==> config.mk <==
export PLATFORM = sky130hd
export DESIGN_NAME = uart_tx_cfg
export DESIGN_NICKNAME = d
export VERILOG_FILES = /design/src/rtl/uart_tx_cfg.sv
export SDC_FILE = /design/constraint.sdc
export NUM_CORES = 1
export LEC_CHECK = 0
export CORE_MARGIN = 3
export CORE_UTILIZATION = 55
export CTS_CLUSTER_DIAMETER = 80
export DETAILED_ROUTE_END_ITERATION = 12
export PLACE_DENSITY = 0.8
export SETUP_SLACK_MARGIN = 0.02
export SYNTH_ARGS = -nofsm -noshare
export SYNTH_HDL_FRONTEND = slang
export SYNTH_SLANG_ARGS = --single-unit
==> constraint.sdc <==
create_clock -name clk -period 2.5 [get_ports clk]
set_input_delay 0.625 -clock clk [delete_from_list [all_inputs] [get_ports clk]]
set_output_delay 0.625 -clock clk [all_outputs]
set_load 0.01 [all_outputs]
==> src/rtl/uart_tx_cfg.sv <==
// uart_tx_cfg: configurable UART transmitter (5-9 data bits, parity, 1 or 2 stops).
// Optional queue via `UART_TX_FIFO_EN; default build uses a single holding register.
module uart_tx_cfg #(
  parameter int DATA_W     = 8,
  parameter int BAUD_W     = 13,
  parameter int FIFO_DEPTH = 4
) (
  input  logic              clk,
  input  logic              rst,
  input  logic [BAUD_W-1:0] baud_cnt,
  input  logic [1:0]        parity_mode,
  input  logic              stop2,
  input  logic              wr_en,
  input  logic [DATA_W-1:0] wr_data,
  output logic              full,
  output logic              overflow,
  output logic              TX,
  output logic              tx_busy,
  output logic              tx_done
);

  typedef enum logic [2:0] {
    S_IDLE,
    S_START,
    S_DATA,
    S_PARITY,
    S_STOP
  } state_t;

  localparam int BIT_W = (DATA_W > 1) ? $clog2(DATA_W) : 1;

  state_t            state_q;
  logic [BAUD_W-1:0] cnt_q;
  logic [BIT_W-1:0]  bit_q;
  logic [DATA_W-1:0] sh_q;
  logic              par_en_q;
  logic              par_bit_q;
  logic              stop2_q;
  logic              stop_idx_q;
  logic              tx_q;
  logic              busy_q;
  logic              done_q;
  logic              ovf_q;

  logic              empty;
  logic              push;
  logic              pop;
  logic [DATA_W-1:0] head;
  logic              bit_end;
  logic              frame_end;
  logic              new_par_en;
  logic              new_par_bit;

  assign bit_end   = (cnt_q == '0);
  assign frame_end = (state_q == S_STOP) && bit_end &&
                     (!stop2_q || stop_idx_q);

  assign push = wr_en && !full;
  assign pop  = !empty && ((state_q == S_IDLE) || frame_end);

  assign new_par_en  = (parity_mode == 2'b01) ||
                       (parity_mode == 2'b10);
  assign new_par_bit = (^head) ^ (parity_mode == 2'b10);

`ifdef UART_TX_FIFO_EN
  localparam int AW = (FIFO_DEPTH > 1) ? $clog2(FIFO_DEPTH) : 1;

  logic [DATA_W-1:0] mem_q [FIFO_DEPTH];
  logic [AW-1:0]     wptr_q;
  logic [AW-1:0]     rptr_q;
  logic [AW:0]       occ_q;
  logic [AW:0]       occ_d;

  assign full  = (occ_q == (AW+1)'(FIFO_DEPTH));
  assign empty = (occ_q == '0);
  assign head  = mem_q[rptr_q];

  // Occupancy follows push/pop; push is already gated by full.
  always_comb begin
    occ_d = occ_q;
    unique case ({push, pop})
      2'b10:   occ_d = occ_q + 1'b1;
      2'b01:   occ_d = occ_q - 1'b1;
      default: occ_d = occ_q;
    endcase
  end

  // Queue storage; contents need no reset since occupancy guards reads.
  always_ff @(posedge clk) begin
    if (push) mem_q[wptr_q] <= wr_data;
  end

  // Pointers wrap naturally at the power-of-two depth.
  always_ff @(posedge clk or posedge rst) begin
    if (rst) begin
      wptr_q <= '0;
      rptr_q <= '0;
      occ_q  <= '0;
    end else begin
      if (push) wptr_q <= wptr_q + 1'b1;
      if (pop)  rptr_q <= rptr_q + 1'b1;
      occ_q <= occ_d;
    end
  end
`else
  localparam logic HOLD_EN = (FIFO_DEPTH > 0);

  logic [DATA_W-1:0] hold_q;
  logic              valid_q;

  assign full  = valid_q & HOLD_EN;
  assign empty = !valid_q;
  assign head  = hold_q;

  // Single-entry holding register; push and pop never coincide.
  always_ff @(posedge clk or posedge rst) begin
    if (rst) begin
      hold_q  <= '0;
      valid_q <= 1'b0;
    end else if (push) begin
      hold_q  <= wr_data;
      valid_q <= 1'b1;
    end else if (pop) begin
      valid_q <= 1'b0;
    end
  end
`endif

  // Sticky flag for any write offered while the queue was full.
  always_ff @(posedge clk or posedge rst) begin
    if (rst) begin
      ovf_q <= 1'b0;
    end else if (wr_en && full) begin
      ovf_q <= 1'b1;
    end
  end

  // Frame sequencer with registered line and status outputs.
  always_ff @(posedge clk or posedge rst) begin
    if (rst) begin
      state_q    <= S_IDLE;
      cnt_q      <= '0;
      bit_q      <= '0;
      sh_q       <= '0;
      par_en_q   <= 1'b0;
      par_bit_q  <= 1'b0;
      stop2_q    <= 1'b0;
      stop_idx_q <= 1'b0;
      tx_q       <= 1'b1;
      busy_q     <= 1'b0;
      done_q     <= 1'b1;
    end else begin
      unique case (state_q)
        S_IDLE: begin
          if (pop) begin
            state_q   <= S_START;
            cnt_q     <= baud_cnt;
            sh_q      <= head;
            par_en_q  <= new_par_en;
            par_bit_q <= new_par_bit;
            stop2_q   <= stop2;
            tx_q      <= 1'b0;
            busy_q    <= 1'b1;
            done_q    <= 1'b0;
          end
        end
        S_START: begin
          if (bit_end) begin
            state_q <= S_DATA;
            cnt_q   <= baud_cnt;
            bit_q   <= '0;
            tx_q    <= sh_q[0];
          end else begin
            cnt_q <= cnt_q - 1'b1;
          end
        end
        S_DATA: begin
          if (bit_end) begin
            cnt_q <= baud_cnt;
            if (bit_q == BIT_W'(DATA_W-1)) begin
              if (par_en_q) begin
                state_q <= S_PARITY;
                tx_q    <= par_bit_q;
              end else begin
                state_q    <= S_STOP;
                stop_idx_q <= 1'b0;
                tx_q       <= 1'b1;
              end
            end else begin
              bit_q <= bit_q + 1'b1;
              sh_q  <= sh_q >> 1;
              tx_q  <= sh_q[1];
            end
          end else begin
            cnt_q <= cnt_q - 1'b1;
          end
        end
        S_PARITY: begin
          if (bit_end) begin
            state_q    <= S_STOP;
            cnt_q      <= baud_cnt;
            stop_idx_q <= 1'b0;
            tx_q       <= 1'b1;
          end else begin
            cnt_q <= cnt_q - 1'b1;
          end
        end
        S_STOP: begin
          if (bit_end) begin
            cnt_q <= baud_cnt;
            if (!frame_end) begin
              stop_idx_q <= 1'b1;
            end else if (pop) begin
              state_q   <= S_START;
              sh_q      <= head;
              par_en_q  <= new_par_en;
              par_bit_q <= new_par_bit;
              stop2_q   <= stop2;
              tx_q      <= 1'b0;
            end else begin
              state_q <= S_IDLE;
              tx_q    <= 1'b1;
              busy_q  <= 1'b0;
              done_q  <= 1'b1;
            end
          end else begin
            cnt_q <= cnt_q - 1'b1;
          end
        end
        default: begin
          state_q <= S_IDLE;
          tx_q    <= 1'b1;
          busy_q  <= 1'b0;
          done_q  <= 1'b1;
        end
      endcase
    end
  end

  assign TX       = tx_q;
  assign tx_busy  = busy_q;
  assign tx_done  = done_q;
  assign overflow = ovf_q;

endmodule

# --- After elaboration in Yosys (flattened, before gate mapping) ---
# Index checks and enable logic that the tools add are counted.
word_totals:
  reg_bits: 44
  out_inout_bits: 5
  word_cells: 127
  in_bits: 27
op_classes:
  n_reduce_logical: 29
  mux: 62
  eq_ne: 18
  addsub: 2
  bitwise: 2
op_table:
  columns: ["operator", "count"]
  rows:
  - ["two-way mux 8 bit", 5]
  - ["two-way mux 1 bit", 33]
  - ["two-way mux 3 bit", 11]
  - ["two-way mux 13 bit", 2]
  - ["one-hot mux 13 bit (2 select lines)", 1]
  - ["one-hot mux 8 bit (3 select lines)", 1]
  - ["!= test 2 bit (second input constant)", 11]
  - ["one-hot mux 3 bit (5 select lines)", 1]
  - ["AND reduction 7 bit", 2]
  - ["logical NOT 13 bit", 1]
  - ["subtractor 13 x 1 -> 13 bit (second input constant)", 1]
  - ["AND reduction 5 bit", 2]
  - ["one-hot mux 1 bit (3 select lines)", 3]
  - ["nonzero test 2 bit", 4]
  - ["XOR reduction 8 bit", 1]
  - ["== test 3 x 2 -> 1 bit (second input constant)", 2]
  - ["== test 3 bit (second input constant)", 2]
  - ["one-hot mux 1 bit (2 select lines)", 3]
  - ["one-hot mux 3 bit (2 select lines)", 1]
  - ["AND reduction 6 bit", 1]
  - ["nonzero test 3 bit", 2]
  - ["logical AND 1 bit", 5]
  - ["one-hot mux 1 bit (5 select lines)", 1]
  - ["AND reduction 4 bit", 1]
  - ["other kinds (13)", 16]

# --- Depth between registers and ports, before layout ---
# Gate-level depths: netlist (run 1).
logic_depth:
  ltp_word: 9
  depth_mapped: 8
  depth_no_buf: 7

# --- Worst setup path before layout (run 1) ---
# No wires, ideal clock.
synth_path:
  path_kind: "flip-flop to flip-flop"
  startpoint: "register cnt_q[0]"
  endpoint: "register stop_idx_q"
  period_less_slack_ns: 1.984
  t_arrival_ns: 1.866
  n_path_buf: 0
  stages_incl_launch_ff: 8
  setup_ns: 0.118
  slack_ns: 0.516
  required_ns: 2.382
  path_cell_list: "dfrtp_1 -> inv_1 -> ha_1 -> nor4b_4 -> and2_4 -> nand3_2 -> or4_4 -> a21o_1"
synth_between:
  elab_chain_cells: 5
  elab_cells_between_ends: 8
  classes_between: "eq/ne (4); reduce/logical (4)"
synth_lines:
  columns: ["item", "line", "text"]
  rows:
  - ["from (decl)", "33", "logic [BAUD_W-1:0] cnt_q;"]
  - ["from (signal assigned)", "157", "cnt_q <= baud_cnt;"]
  - ["from (signal assigned)", "170", "cnt_q <= baud_cnt;"]
  - ["from (signal assigned)", "174", "cnt_q <= cnt_q - 1'b1;"]
  - ["logical NOT 13 bit *", "54", "assign bit_end = (cnt_q == '0);"]
  - ["logical AND 1 bit (2 in a row)", "55", "assign frame_end = (state_q == S_STOP) && bit_end &&"]
  - ["!= test 2 bit (no line)", null, null]
  - ["AND reduction 7 bit (no line) *", null, null]
  - ["to (signal assigned)", "148", "stop_idx_q <= 1'b0;"]
  - ["to (signal assigned)", "186", "stop_idx_q <= 1'b0;"]
  - ["to (signal assigned)", "202", "stop_idx_q <= 1'b0;"]
  - ["to (decl)", "39", "logic stop_idx_q;"]
# Mark *: on every way between the ends. The rest lies on a longest branch, timed or not.
# A chain may end at the register's enable or synchronous reset.

# --- Worst setup path in the final report (run 1) ---
layout_path:
  startpoint: "register cnt_q[0]"
  endpoint: "register stop2_q"
layout_between:
  elab_chain_cells: 9
  elab_cells_between_ends: 12
  classes_between: "eq/ne (2); mux (4); reduce/logical (6)"
layout_lines:
  columns: ["item", "line", "text"]
  rows:
  - ["logical NOT 13 bit *", "54", null]
  - ["logical AND 1 bit (2 in a row)", "55", null]
  - ["logical OR 1 bit", "59", "assign pop = !empty && ((state_q == S_IDLE) || frame_end);"]
  - ["logical AND 1 bit", "59", null]
  - ["two-way mux 1 bit (3 in a row)", null, null]
  - ["one-hot mux 1 bit (2 select lines)", null, null]
  - ["to (signal assigned)", "161", "stop2_q <= stop2;"]
  - ["to (signal assigned)", "218", "stop2_q <= stop2;"]
  - ["to (decl)", "38", "logic stop2_q;"]
# Mark *: on every way between the ends. The rest lies on a longest branch, timed or not. The select of a mux whose other input is x is not followed.

==> metrics.csv, run 1 <==
metric,value,unit
ctsHoldBuffers,0,
required,2.68,ns
grt_max_degree,45,
skew,0.00928,ns
ys_ff_latch,44,
dieWidth,72.5,microns
cp_top_family,simple AND/OR/NAND/NOR gates,
fmaxAchievable,437,MHz
slowest_stage,dfrtp_1,
crit_arrival,2.47,ns
p_per_area,994,nW/um^2
p_comb_share,37.2,%
n_antenna_cell,0,
ys.flop_type,dfrtp_1,
finalHoldViolCount,0,
grt_overflow,0,
cap_violations,0,
cts_tree,built,
synth_edf_count,0,
postCtsSetupBuffers,0,
crit_type,reg2reg,
period_share,91.5,%
layout.nets,311,
slew_viol_final,0,
drt_pass1_iterations,5,
path_cells,"inv_1, ha_1, nor4b_4, nand4_2, o21ai_1, nand3_1, mux2_1",
pwr-share-seq,43.6,%
p_leak,0.00122,uW
gp_congestion,0.878,
synth_area,2430,sq um
drc,0,
clock-sinks,44,
io_pins,32,
synth.avg_cell_area,9.95,sq um
slew_headroom,63.0,%
hold_class,reg2reg,
end_kind,flip-flop,
cp_num_buf_inv,1,
numPortBuffers,31,
synth_top_cell_area_share,43.3,%
path_clk_slew,0.09,ns
initial_core_util,59.0,%
yosys_warnings,0,
syn_to_final_growth,20.9,%
synth_area_leaders,"dfrtp_1 43%, mux2_2 4.6%, a21oi_1 4.5%, mux2i_1 4.1%, nor2_1 2.6%",
grt_setup_unrepaired,no,
coreArea,4120,sq um
fp.dieH,72.5,microns
pwr-share-clk,19.2,%
postSynthNetCount,275,
layout_setup_ws,0.214,ns
layout_common_cells,"42 x dfrtp_1, 31 x clkdlybuf4s50_1, 22 x a21oi_1",
hpwl,3.69,mm
setup_tns,0,ns
grt_pass1_wl,8.92,mm
final_common_cell,dfrtp_1,
cts_max_level,2,
slowest_delay,0.43,ns
antenna_found_initial,0,
drive_gt1_share,13.9,%
p_sw,1040,uW
synth_top_cell_by_area,dfrtp_1,
ys_seq_area_share,45.4,%
vias,1981,
ctsRootBufferMaster,clkbuf_8,
synth_cells,244,
irDropWorstVdd,603,uV
period_needed,2.29,ns
internal-power,1880,uW
utilization,71.4,%
dp_slack,0.253,ns
vias_per_cell,5.98,
p_sw_share,35.7,%
num_rows,23,
setup_violations,0,
clk_latency,0.30,ns
grt_pass1_vias,1948,
yosys.cell_types.count,58,
cts_buffers,5,
dieArea,5250,sq um
grt_usage,21.7,%
cp-start-kind,flip-flop,
drt_wl_total,5.15,mm
worst_pin_slew,0.555,ns
crit_fanout,9,
postCtsResizedCells,0,
clock_path_buffers,2,
async_flop_share,100,%
outcome,"complete, no violations",
wl_per_cell,15.6,microns
ant_nets,0,
drtIter0Drc,153,
layer usage:
layer / share of wire, % / vias to the layer above / wire (microns) / GRT usage (%)
met5: 0 / - / 0 / 0
met1: 46 / 958 / 2390 / 29.6
met4: 1.7 / 0 / 89 / 7.17
met2: 47 / 48 / 2410 / 34.4
li1: - / 963 / - / -
met3: 5.0 / 12 / 258 / 4.99
path summary, 6_finish.rpt:
kind	from	endpoint	slack, ns	cells after the start
max in group asynchronous	rst	TX$_DFFE_PP1P_	1.36	3
hold / removal	tx_done$_DFFE_PP1P_	tx_done$_DFFE_PP1P_	0.46	2
hold reg to reg	tx_done$_DFFE_PP1P_	tx_done$_DFFE_PP1P_	0.46	2
setup / recovery	cnt_q[0]$_DFFE_PP0P_	stop2_q$_DFFE_PP0P_	0.21	7
min in group asynchronous	rst	cnt_q[3]$_DFFE_PP0P_	0.76	3
setup reg to reg	cnt_q[0]$_DFFE_PP0P_	stop2_q$_DFFE_PP0P_	0.21	7
kinds of logic after synthesis:
family          after synthesis  share of synthesized area [%]
fa+ha+maj                     4                           2.06
mux                          22                           9.69
flops                        44                           45.4
compound gates               70                           18.1
buf+inv                      22                           3.71
simple gates                 74                           18.1
xor+xnor                      8                           2.89
worst reg2reg max path, cell delays in order, from the launching register on:
cell and delay [ns]:
dfrtp_1 0.43, inv_1 0.07, ha_1 0.21, nor4b_4 0.38, nand4_2 0.32, o21ai_1 0.21
nand3_1 0.19, mux2_1 0.37
power groups by stage:
| stage | clock, uW | combinational, uW | sequential, uW |
|---|---|---|---|
| 6_report | 562 | 1090 | 1270 |
| 4_1_cts | 573 | 1090 | 1270 |
| 2_1_floorplan | 0 | 861 | 1210 |
| 3_3_place_gp | 0 | 1060 | 1270 |
| 5_1_grt | 595 | 1220 | 1310 |
| 3_5_place_dp | 0 | 1090 | 1280 |
area by class of cell:
| type | count | area [sq um] |
|---|---|---|
| clock inverter | 3 | 47.5 |
| timing repair buffer | 40 | 378 |
| fill | 308 | 1180 |
| tap | 50 | 62.6 |
| multi-input combinational | 178 | 1230 |
| sequential | 44 | 1100 |
| inverter | 11 | 41.3 |
| clock buffer | 5 | 68.8 |
flip-flops by register name, indices dropped and copies added, names as in the netlist:
name        count
tx_busy         1
bit_q           3
state_q         3
overflow        1
stop_idx_q      1
head            8
full            1
par_bit_q       1
sh_q            8
stop2_q         1
TX              1
par_en_q        1
tx_done         1
cnt_q          13
metrics by stage:
step / hold WS (ns) / instances / instance area [sq um] / total power, uW
after floorplan: 0.464 / 244 / 2430 / 2070
after CTS: 0.462 / 331 / 2940 / 2940
after global placement: 0.445 / 323 / 2820 / 2330
final: 0.459 / 331 / 2940 / 2920
after global routing: 0.486 / 331 / 2940 / 3130
after detailed placement: 0.448 / 323 / 2820 / 2370
synth_stat cells, drive strengths merged (3+ instances only):
cell type / n
and2: 4
inv: 11
nand2: 13
nand3b: 3
clkbuf: 7
dfrtp: 42
mux2: 12
mux2i: 10
nor3: 8
o21ai: 19
o21a: 4
xnor2: 6
nand4: 4
nor2b: 3
a21oi: 22
buf: 4
ha: 4
nor2: 18
or3: 3
nand3: 7
o22ai: 3
Note: power is estimated with default switching activity, not from simulation.
==> inputs of run 2 (changes only) <==
Settings changed: SLEW_MARGIN set to 20.
==> results of run 2 <==
Same layout as run 1: the final DEF is identical, and so are final timing and power.
